==> src/rtl/sseg_pkg.sv <==
// Shared types, segment patterns and helpers for the multiplexed
// seven-segment display and its binary-to-BCD converter.
package sseg_pkg;

    // Conversion FSM states
    typedef enum logic [1:0] {
        IDLE   = 2'd0,
        SHIFT  = 2'd1,
        COMMIT = 2'd2
    } b2b_state_t;

    // Segment patterns {g,f,e,d,c,b,a}, active-low
    localparam logic [6:0] SEG_0     = 7'b1000000;
    localparam logic [6:0] SEG_1     = 7'b1111001;
    localparam logic [6:0] SEG_2     = 7'b0100100;
    localparam logic [6:0] SEG_3     = 7'b0110000;
    localparam logic [6:0] SEG_4     = 7'b0011001;
    localparam logic [6:0] SEG_5     = 7'b0010010;
    localparam logic [6:0] SEG_6     = 7'b0000010;
    localparam logic [6:0] SEG_7     = 7'b1111000;
    localparam logic [6:0] SEG_8     = 7'b0000000;
    localparam logic [6:0] SEG_9     = 7'b0010000;
    localparam logic [6:0] SEG_DASH  = 7'b0111111;
    localparam logic [6:0] SEG_BLANK = 7'b1111111;

    // Widest BCD result: a 32-bit value needs 10 decimal digits
    localparam int MAX_BCD_DIGITS = 10;

    // ceil(width * log10(2)) in integer arithmetic
    function automatic int bcd_digits(input int width);
        return (width * 30103 + 99999) / 100000;
    endfunction

    // Digit decoder; nibbles above 9 cannot come out of the converter
    function automatic logic [6:0] seg_decode(input logic [3:0] nib);
        case (nib)
            4'd0:    return SEG_0;
            4'd1:    return SEG_1;
            4'd2:    return SEG_2;
            4'd3:    return SEG_3;
            4'd4:    return SEG_4;
            4'd5:    return SEG_5;
            4'd6:    return SEG_6;
            4'd7:    return SEG_7;
            4'd8:    return SEG_8;
            4'd9:    return SEG_9;
            default: return SEG_BLANK;
        endcase
    endfunction

    // Overflow without forming 10^num_digits: any nonzero nibble at or
    // above position num_digits means the value has too many digits.
    function automatic logic upper_nonzero(input logic [MAX_BCD_DIGITS*4-1:0] bcd,
                                           input int num_digits);
        logic any_nz;
        any_nz = 1'b0;
        for (int i = 0; i < MAX_BCD_DIGITS; i++) begin
            if (i >= num_digits && bcd[i*4 +: 4] != 4'd0) begin
                any_nz = 1'b1;
            end
        end
        return any_nz;
    endfunction

endpackage

==> src/rtl/bin2bcd_seq.sv <==
// Sequential double-dabble converter: one shift per clock, CNT_WIDTH shifts,
// then a one-cycle COMMIT in which done pulses and bcd holds the result.
// Handshake: start is a single-cycle request honoured only while busy is low;
// requests while busy is high are dropped. done is high for exactly one
// cycle and bcd is valid during that cycle.
module bin2bcd_seq
    import sseg_pkg::*;
#(
    parameter int CNT_WIDTH  = 32,
    parameter int BCD_DIGITS = bcd_digits(CNT_WIDTH)
) (
    input  logic                    clk,
    input  logic                    rst,
    input  logic                    start,
    input  logic [CNT_WIDTH-1:0]    value,
    output logic                    busy,
    output logic                    done,
    output logic [BCD_DIGITS*4-1:0] bcd,
    output b2b_state_t              state
);

    localparam int CNT_W = $clog2(CNT_WIDTH);
    localparam int BCD_W = BCD_DIGITS * 4;

    b2b_state_t             state_q, state_d;
    logic [CNT_WIDTH-1:0]   shreg;
    logic [BCD_W-1:0]       work;
    logic [BCD_W-1:0]       adj;
    logic [CNT_W-1:0]       cnt;

    // State register
    always_ff @(posedge clk) begin
        if (rst) state_q <= IDLE;
        else     state_q <= state_d;
    end

    // Next-state logic: SHIFT lasts exactly CNT_WIDTH cycles
    always_comb begin
        state_d = state_q;
        case (state_q)
            IDLE:    if (start) state_d = SHIFT;
            SHIFT:   if (cnt == CNT_W'(CNT_WIDTH - 1)) state_d = COMMIT;
            COMMIT:  state_d = IDLE;
            default: state_d = IDLE;
        endcase
    end

    // Add 3 to every nibble that is 5 or more before the next shift
    always_comb begin
        adj = work;
        for (int i = 0; i < BCD_DIGITS; i++) begin
            if (work[i*4 +: 4] >= 4'd5) adj[i*4 +: 4] = work[i*4 +: 4] + 4'd3;
        end
    end

    // Datapath: capture on start, then shift the captured value into the BCD register
    always_ff @(posedge clk) begin
        if (rst) begin
            shreg <= '0;
            work  <= '0;
            cnt   <= '0;
        end else begin
            case (state_q)
                IDLE: begin
                    if (start) begin
                        shreg <= value;
                        work  <= '0;
                        cnt   <= '0;
                    end
                end
                SHIFT: begin
                    work  <= (adj << 1) | BCD_W'(shreg[CNT_WIDTH-1]);
                    shreg <= shreg << 1;
                    cnt   <= cnt + 1'b1;
                end
                default: ;
            endcase
        end
    end

    assign busy  = (state_q != IDLE);
    assign done  = (state_q == COMMIT);
    assign bcd   = work;
    assign state = state_q;

endmodule

==> src/rtl/sseg_mux_display.sv <==
// Multiplexed common-anode seven-segment display driven from a binary counter.
// A conversion result is committed atomically, then scanned one digit per
// REFRESH_DIV clocks. Optional macro SSEG_LEADING_ZERO_BLANK_EN blanks digits
// above the most significant nonzero digit (digit 0 always shown).
module sseg_mux_display
    import sseg_pkg::*;
#(
    parameter int NUM_DIGITS  = 8,
    parameter int CNT_WIDTH   = 32,
    parameter int REFRESH_DIV = 100000
) (
    input  logic                  clk,
    input  logic                  rst,
    input  logic [CNT_WIDTH-1:0]  counter,
    input  logic                  update,
    output logic                  busy,
    output logic                  ovf,
    output logic [6:0]            sseg,
    output logic [NUM_DIGITS-1:0] an
);

    localparam int BCD_DIGITS = bcd_digits(CNT_WIDTH);
    localparam int DIV_W      = $clog2(REFRESH_DIV);
    localparam int IDX_W      = (NUM_DIGITS > 1) ? $clog2(NUM_DIGITS) : 1;

    logic                          conv_busy, conv_done, conv_start;
    logic [BCD_DIGITS*4-1:0]       conv_bcd;
    b2b_state_t                    conv_state;
    logic [MAX_BCD_DIGITS*4-1:0]   bcd_ext;
    logic [NUM_DIGITS*4-1:0]       committed;
    logic                          ovf_q;
    logic [DIV_W-1:0]              div_q;
    logic [IDX_W-1:0]              idx_q;
    logic [3:0]                    cur_nib;
    logic                          blank;
    logic [6:0]                    seg_d;
    logic [NUM_DIGITS-1:0]         an_d;

    // Requests are only meaningful while the converter is idle
    assign conv_start = update & (conv_state == IDLE);

    bin2bcd_seq #(
        .CNT_WIDTH  (CNT_WIDTH),
        .BCD_DIGITS (BCD_DIGITS)
    ) u_bin2bcd (
        .clk   (clk),
        .rst   (rst),
        .start (conv_start),
        .value (counter),
        .busy  (conv_busy),
        .done  (conv_done),
        .bcd   (conv_bcd),
        .state (conv_state)
    );

    assign busy = conv_busy;
    assign ovf  = ovf_q;

    // Zero-extend the converter result to the widest supported BCD width
    always_comb begin
        bcd_ext = '0;
        bcd_ext[BCD_DIGITS*4-1:0] = conv_bcd;
    end

    // Commit the finished conversion in one step so the display never shows a partial value
    always_ff @(posedge clk) begin
        if (rst) begin
            committed <= '0;
            ovf_q     <= 1'b0;
        end else if (conv_done) begin
            committed <= bcd_ext[NUM_DIGITS*4-1:0];
            ovf_q     <= upper_nonzero(bcd_ext, NUM_DIGITS);
        end
    end

    // Refresh divider and digit index
    always_ff @(posedge clk) begin
        if (rst) begin
            div_q <= '0;
            idx_q <= '0;
        end else if (div_q == DIV_W'(REFRESH_DIV - 1)) begin
            div_q <= '0;
            idx_q <= (idx_q == IDX_W'(NUM_DIGITS - 1)) ? '0 : idx_q + 1'b1;
        end else begin
            div_q <= div_q + 1'b1;
        end
    end

    // Select the current nibble, apply blanking and overflow dashes, build the anode mask
    always_comb begin
        cur_nib = '0;
        an_d    = '1;
        for (int i = 0; i < NUM_DIGITS; i++) begin
            if (idx_q == IDX_W'(i)) begin
                cur_nib = committed[i*4 +: 4];
                an_d[i] = 1'b0;
            end
        end
`ifdef SSEG_LEADING_ZERO_BLANK_EN
        begin
            logic higher_nz;
            higher_nz = 1'b0;
            for (int i = 0; i < NUM_DIGITS; i++) begin
                if (i >= int'(idx_q) && committed[i*4 +: 4] != 4'd0) higher_nz = 1'b1;
            end
            blank = (idx_q != '0) && !higher_nz;
        end
`else
        blank = 1'b0;
`endif
        if (ovf_q)      seg_d = SEG_DASH;
        else if (blank) seg_d = SEG_BLANK;
        else            seg_d = seg_decode(cur_nib);
    end

    // Anode and segment registers update together so they stay aligned
    always_ff @(posedge clk) begin
        if (rst) begin
            sseg <= SEG_BLANK;
            an   <= '1;
        end else begin
            sseg <= seg_d;
            an   <= an_d;
        end
    end

endmodule

==> config.mk <==
export PLATFORM = sky130hd
export DESIGN_NAME = sseg_mux_display
export DESIGN_NICKNAME = d
export VERILOG_FILES = /design/src/rtl/sseg_pkg.sv /design/src/rtl/bin2bcd_seq.sv /design/src/rtl/sseg_mux_display.sv
export SDC_FILE = /design/constraint.sdc
export NUM_CORES = 1
export LEC_CHECK = 0
export ABC_CLOCK_PERIOD_IN_PS = 3400
export BUFFER_PORTS_ARGS = -buffer_cell sky130_fd_sc_hd__buf_2
export CORE_MARGIN = 4
export CORE_UTILIZATION = 45
export DETAILED_ROUTE_END_ITERATION = 7
export PLACE_DENSITY = 0.63
export SETUP_SLACK_MARGIN = 0.05
export SYNTH_ARGS = -nofsm -noshare
export SYNTH_HDL_FRONTEND = slang
export SYNTH_SLANG_ARGS = --single-unit
==> constraint.sdc <==
create_clock -name clk -period 3.4 [get_ports clk]
set_input_delay 0.51 -clock clk [delete_from_list [all_inputs] [get_ports clk]]
set_output_delay 0.51 -clock clk [all_outputs]
set_load 0.02 [all_outputs]
==> flow_summary.ini, run 1 <==
[drt]
drt_pre_antenna_iters = 5
via_count_of_the_routed_design = 5721
detailedRoute.firstIterationViolations = 436
drt-vias-per-instance = 5.347
finalWirelength_mm = 14.94
route.detailed.wl_per_inst_um = 13.97
post-route-drc-count = 0
route.antenna.remaining_nets = 0

[sta]
fin_tns_setup_ps = 0
unrepaired_setup_endpoints_after_global_routing = no
fin_worst_skew_ps = 7.312
hold_viol_final = 0
maxClockFrequency_mhz = 367.7
tightestPinTransition_ps = 1030
layout_min_cycle_time_ps = 2719
layout_worst_path_cycle_share_pct = 79.98
timing.slew.headroom_pct = 31.14
timing.final.setup_violations = 0
finalMaxSlewViolations = 0

[power_and_ir_drop]
net_switching_power_w = 0.0008610
p_int_w = 0.003010
cellPowerDensity_nw_per_um2 = 503.3
power.share.sequential_pct = 46.0
comb_power_share_pct = 5.3
p_leak_nw = 2.742
vdd_ir_drop_max_mv = 0.3553
clkPwrFrac_pct = 48.7
total_power_w = 0.003871
p_sw_share_pct = 22.24

[cts]
cts.repair_timing.setup_buffer_count = 0
cts_root_buffer = sky130_fd_sc_hd__clkbuf_16
cts_tree = built
cts_clock_pin_slew_for_the_worst_setup_and_hold_paths_ps = 60
cts_buffer_depth = 2
cts_htree_levels = 4
tritoncts_num_sinks = 147
worst_skew_late_latency_ps = 420
postCtsHoldBufs = 0
post_cts_resized = 0
cts_buffers = 17

[critical_path]
r2r.worst_path.cells = 10
critical_path.max_stage_delay_ps = 480
crit_path_top_delay_cell = sky130_fd_sc_hd__a31oi_1
cp_data_required_time_ps = 3680
reg2reg_setup_slack_ps = 680
path_max_fanout = 18
cp.arrival_ps = 3000
critical_path.top_delay_family = compound AO/OA/AOI/OAI gates
critical_path.n_buffers_inverters = 2
timing.critical_path.cells = inv_1 -> ha_1 -> nand3b_1 -> a221oi_1 -> o21ai_0 -> a31oi_1 -> inv_1 -> ha_1 -> a21oi_1 -> o211ai_1
crit_reg_reg_startpoint = idx_q[1]
worst_r2r_endpoint = sseg[1]
worst_setup_path_start_kind = flop
timing.setup.critical_path_class = flop to flop
worst-path-stages = 10
critPathCaptureType = flop

[flow_run]
drv.max_cap_violation_count = 0

[global_routing]
grt_max_degree = 91
track_usage_pct = 18.40
global_route_wire_length_before_repair_mm = 25.47
grt.overflow.total = 0
first_global_vias = 5334
initial_antenna_violation_count = 0

[yosys]
synth.largest_area_cell = sky130_fd_sc_hd__dfxtp_1
yosysWarningCount = 0
synth_top_cells_by_count = 155 x sky130_fd_sc_hd__nand2_1, 147 x sky130_fd_sc_hd__dfxtp_1, 123 x sky130_fd_sc_hd__a21oi_1, 48 x sky130_fd_sc_hd__nand3_1, 43 x sky130_fd_sc_hd__clkbuf_1
post_synth_main_area_contributors = sky130_fd_sc_hd__dfxtp_1 44%, sky130_fd_sc_hd__a21oi_1 9.1%, sky130_fd_sc_hd__nand2_1 8.6%
synthMostInstantiatedCell = sky130_fd_sc_hd__nand2_1
synth.net_count = 920
syn-mean-instance-area_sq_um = 7.926
post_synth_instance_area_sq_um = 6745
synth.distinct_cells = 43
synth_seq_area_share_pct = 43.63
number_of_enable_flip_flop_cells_after_synthesis = 0
synth-async-reset-ratio_pct = 0
post-synth-top-area-fraction_pct = 43.63
ys.flop_type = sky130_fd_sc_hd__dfxtp_1
postSynthCellCount = 851
postSynthRegisterBits = 147

[floorplanning]
die-area_sq_um = 17010
row_count = 44
die-height_um = 130.4
design.core.area_sq_um = 14590
die_width_um = 130.4
boundaryPins = 52
initial_core_util_pct = 46.23

[run_status]
status = completed

[layout]
final_nets = 942
areaGrowthSynthToFinish_pct = 14.02
drive_gt1_share_pct = 10.84
n_antenna_cell = 0
final_design_area_no_fill_sq_um = 7691

[worst_hold_path]
hold_path_depth = 3
worstHoldStart = counter[0]
hold_end = u_bin2bcd.shreg[0]
worstHoldPathType = input pin to flop

[placement]
dpl-instance-area_sq_um = 7096
hpwl_mm = 9.470
globalplace.congestion = 0.8155
place.port_buffers = 51
-- kinds of logic after synthesis --
| kind of cell | Yosys count | share of synthesized area, % |
|---|---|---|
| adder cells (fa/ha/maj) | 34 | 6.307 |
| multiplexers | 2 | 0.2968 |
| flip-flops | 147 | 43.63 |
| AND/OR/NAND/NOR | 319 | 21.28 |
| buffers and inverters | 91 | 5.212 |
| XOR/XNOR | 32 | 4.155 |
| AO/OA/AOI/OAI | 226 | 19.12 |
-- worst max path at each step --
stage | start | endpoint | slack (ps)
detailed placement | idx_q[1] | sseg[1] | 760
CTS | idx_q[1] | sseg[1] | 710
floorplan | idx_q[1] | sseg[1] | 1030
global route | idx_q[1] | sseg[1] | 410
global placement | idx_q[1] | sseg[1] | 770
finish | idx_q[1] | sseg[1] | 680
-- metal layers --
layer	vias up	part of all wire [%]	track usage [%]
met5	-	0	0
met4	0	1.5	6.231
met3	14	3.7	4.187
met2	98	45	29.33
met1	2632	49	24.79
li1	2977	-	-
-- cell usage in the layout, fill, tap and decap left out, types with 2 or more instances in the layout --
| cell | count |
|---|---|
| sky130_fd_sc_hd__nand2_1 | 155 |
| sky130_fd_sc_hd__dfxtp_1 | 147 |
| sky130_fd_sc_hd__a21oi_1 | 123 |
| sky130_fd_sc_hd__buf_2 | 50 |
| sky130_fd_sc_hd__nand3_1 | 48 |
| sky130_fd_sc_hd__nor2_1 | 41 |
| sky130_fd_sc_hd__o21ai_0 | 38 |
| sky130_fd_sc_hd__ha_1 | 34 |
| sky130_fd_sc_hd__inv_1 | 33 |
| sky130_fd_sc_hd__a22oi_1 | 31 |
| sky130_fd_sc_hd__nor3_1 | 22 |
| sky130_fd_sc_hd__xor2_1 | 18 |
| sky130_fd_sc_hd__clkbuf_16 | 17 |
| sky130_fd_sc_hd__xnor2_1 | 14 |
| sky130_fd_sc_hd__nand2b_1 | 13 |
| sky130_fd_sc_hd__a31oi_1 | 11 |
| sky130_fd_sc_hd__buf_4 | 11 |
| sky130_fd_sc_hd__nand3b_1 | 7 |
| sky130_fd_sc_hd__nand4_1 | 6 |
| sky130_fd_sc_hd__nor2b_1 | 5 |
| sky130_fd_sc_hd__and3_1 | 5 |
| sky130_fd_sc_hd__clkinv_2 | 5 |
| sky130_fd_sc_hd__or3_1 | 4 |
| sky130_fd_sc_hd__a2111oi_0 | 3 |
| sky130_fd_sc_hd__a221oi_1 | 3 |
| sky130_fd_sc_hd__and2_1 | 3 |
| sky130_fd_sc_hd__clkbuf_1 | 3 |
| sky130_fd_sc_hd__bufinv_16 | 3 |
| sky130_fd_sc_hd__nor4_1 | 2 |
| sky130_fd_sc_hd__mux2i_1 | 2 |
| sky130_fd_sc_hd__o311ai_1 | 2 |
| sky130_fd_sc_hd__a211oi_1 | 2 |
| sky130_fd_sc_hd__o21ai_1 | 2 |
| sky130_fd_sc_hd__o2111ai_1 | 2 |
| sky130_fd_sc_hd__o22ai_1 | 2 |
| sky130_fd_sc_hd__clkbuf_8 | 2 |
-- worst register-to-register path, stage by stage, from the launching register on --
cell and delay, ps:
sky130_fd_sc_hd__dfxtp_1 370, sky130_fd_sc_hd__inv_1 80, sky130_fd_sc_hd__ha_1 380, sky130_fd_sc_hd__nand3b_1 250
sky130_fd_sc_hd__a221oi_1 290, sky130_fd_sc_hd__o21ai_0 120, sky130_fd_sc_hd__a31oi_1 480, sky130_fd_sc_hd__inv_1 150
sky130_fd_sc_hd__ha_1 260, sky130_fd_sc_hd__a21oi_1 120, sky130_fd_sc_hd__o211ai_1 90
-- flip-flops by register name (all words and copies together), names as in the netlist --
register         count
sseg                 7
u_bin2bcd.state      2
u_bin2bcd.bcd       40
ovf                  1
committed           32
div_q               17
idx_q                3
u_bin2bcd.cnt        5
u_bin2bcd.shreg     32
an                   8
-- power by group through the flow --
stage / logic [W] / registers [W] / clock network, W
after CTS: 0.000208 / 0.00178 / 0.00193
after global routing: 0.000231 / 0.00178 / 0.00200
after detailed placement: 0.000208 / 0.00182 / 0
after floorplan: 0.000135 / 0.00182 / 0
final: 0.000204 / 0.00178 / 0.00189
after global placement: 0.000208 / 0.00182 / 0
-- stage by stage --
stage	util, %	instances	hold slack (ps)	worst slack (ps)
after global routing	52.72	1070	365.1	406.6
after CTS	52.72	1070	321.5	712.8
final	52.72	1070	341.6	680.6
after detailed placement	48.64	1038	447.2	755.9
after global placement	48.64	1038	444.1	774.6
after floorplan	-	851	429.9	1032
-- layout make-up --
| cell class | instances | area (sq um) |
|---|---|---|
| Sequential cell | 147 | 2943 |
| Inverter | 33 | 123.9 |
| Multi-Input combinational cell | 613 | 3466 |
| Clock buffer | 22 | 464.2 |
| Clock inverter | 10 | 131.4 |
| Timing Repair Buffer | 61 | 332.8 |
| Fill cell | 1374 | 6898 |
| Tap cell | 184 | 230.2 |
(Power assumes the default switching activity.)
==> inputs of run 2 (changes only) <==
Settings changed: ABC_CLOCK_PERIOD_IN_PS 3400 to 2600.
Clock period 3.4 ns to 2.6 ns, I/O delays scaled along.
==> flow_summary.ini, run 2 (synthesized netlist as in run 1, its figures left out) <==
[critical_path]
path_max_fanout = 8
worst_setup_path_start_kind = flop
cp_data_required_time_ps = 2890
path_common_cell = sky130_fd_sc_hd__ha_1
crit_path_top_delay_cell = sky130_fd_sc_hd__dfxtp_1
timing.critical_path.cells = ha_1 -> ha_1 -> buf_4 -> a221oi_1 -> o21ai_0 -> a31oi_2 -> inv_1 -> ha_1 -> a21oi_1 -> o211ai_1
cp.arrival_ps = 2670
critical_path.max_stage_delay_ps = 340
critPathCaptureType = flop
critical_path.n_buffers_inverters = 2
timing.setup.critical_path_class = flop to flop
critical_path.top_delay_family = compound AO/OA/AOI/OAI gates

[placement]
hpwl_mm = 9.902
dpl-instance-area_sq_um = 7181
place.port_buffers = 51
globalplace.congestion = 0.8447

[floorplanning]
die_width_um = 130.4
initial_core_util_pct = 46.23
design.core.area_sq_um = 14590
row_count = 44
die-height_um = 130.4
die-area_sq_um = 17010
boundaryPins = 52

[sta]
timing.final.setup_violations = 0
fin_tns_setup_ps = 0
timing.slew.headroom_pct = 42.46
tightestPinTransition_ps = 863.1
fin_worst_skew_ps = 7.270
layout_worst_path_cycle_share_pct = 91.47
hold_viol_final = 0
unrepaired_setup_endpoints_after_global_routing = no
maxClockFrequency_mhz = 420.5
layout_min_cycle_time_ps = 2378
finalMaxSlewViolations = 0

[flow_run]
drv.max_cap_violation_count = 0

[power_and_ir_drop]
p_leak_nw = 2.788
cellPowerDensity_nw_per_um2 = 654.6
total_power_w = 0.005107
vdd_ir_drop_max_mv = 0.4312

[layout]
final_nets = 950
final_design_area_no_fill_sq_um = 7801
n_antenna_cell = 0
mostFrequentLayoutCell = sky130_fd_sc_hd__nand2_1
mostFrequentLayoutCells = 155 x sky130_fd_sc_hd__nand2_1, 147 x sky130_fd_sc_hd__dfxtp_1, 123 x sky130_fd_sc_hd__a21oi_1, 50 x sky130_fd_sc_hd__buf_2, 48 x sky130_fd_sc_hd__nand3_1
areaGrowthSynthToFinish_pct = 15.66
largest_register_ff_count = 40
final.fill_count = 1403
drive_gt1_share_pct = 12.32
finish.utilization_pct = 53.47

[cts]
cts.repair_timing.setup_buffer_count = 0
cts_tree = built
cts_clock_pin_slew_for_the_worst_setup_and_hold_paths_ps = 60
tritoncts_num_sinks = 147
worst_skew_late_latency_ps = 420
cts_buffer_depth = 2
cts_htree_levels = 4
cts_buffers = 17
cts_root_buffer = sky130_fd_sc_hd__clkbuf_16

[drt]
route.detailed.wl_per_inst_um = 14.03
via_count_of_the_routed_design = 5794
post-route-drc-count = 0
detailedRoute.firstIterationViolations = 291
drt-vias-per-instance = 5.380
route.antenna.remaining_nets = 0
drt_pre_antenna_iters = 5
finalWirelength_mm = 15.11

[global_routing]
grt.overflow.total = 0
track_usage_pct = 18.78
first_global_vias = 5417
grt_max_degree = 80
initial_antenna_violation_count = 0
global_route_wire_length_before_repair_mm = 25.85

[run_status]
status = completed

[worst_hold_path]
worstHoldPathType = input pin to flop
-- run 2: cell count changes in the layout (fill, tap and decap cells not counted), sizes merged --
cell and change:
clkbuf -3, inv +1, clkinv -1, buf +8
clkinvlp +2
-- run 2: final timing paths --
| kind | startpoint | to | slack [ps] | cells past startpoint |
|---|---|---|---|---|
| setup / recovery | idx_q[0] | sseg[1] | 220 | 10 |
| hold / removal | counter[0] | u_bin2bcd.shreg[0] | 220 | 3 |
| setup reg to reg | idx_q[0] | sseg[1] | 220 | 10 |
| hold reg to reg | committed[27] | committed[27] | 450 | 2 |
-- run 2: layout make-up --
| class | count | area [sq um] | area share, % |
|---|---|---|---|
| Clock buffer | 19 | 442.9 | 5.678 |
| Clock inverter | 12 | 157.7 | 2.021 |
| Inverter | 33 | 123.9 | 1.588 |
| Multi-Input combinational cell | 613 | 3486 | 44.68 |
| Sequential cell | 147 | 2943 | 37.72 |
| Tap cell | 184 | 230.2 | 2.951 |
| Timing Repair Buffer | 69 | 417.9 | 5.357 |
-- run 2: worst min-delay path, delay by kind of cell --
| family | cells | cell delay, ps |
|---|---|---|
| buf+inv | 1 | 100 |
| compound gates | 1 | 50 |
| simple gates | 1 | 50 |
-- run 2: routing by layer --
metal  wire, um  share of wire [%]  vias up  track usage, %
met4        297                2.0        0           7.562
met3        721                4.8       23           4.228
met1       7341                 49     2673           25.55
met5          0                  0        -               0
met2       6745                 45      109           29.06
li1           -                  -     2989               -
-- run 2: power breakdown --
group | total [W] | switching, W | internal [W]
Combinational | 0.000284 | 0.000191 | 0.0000928
Sequential | 0.00233 | 0.0000271 | 0.00230
Clock | 0.00250 | 0.000964 | 0.00153
-- run 2: what timing repair did --
| item | in CTS | in global routing |
|---|---|---|
| hold buffers | 0 | 0 |
| gates resized for setup | 0 | 8 |
| setup endpoints to repair | 0 | 7 |
-- run 2: per-stage QoR --
step / cells / hold slack, ps / setup slack [ps]
final: 1077 / 219.2 / 221.9
after global routing: 1077 / 223.7 / 56.54
after CTS: 1077 / 194.9 / 63.25
after detailed placement: 1046 / 442.9 / 101.1
after global placement: 1046 / 438.4 / 98.29
after floorplan: 851 / 429.9 / 231.9
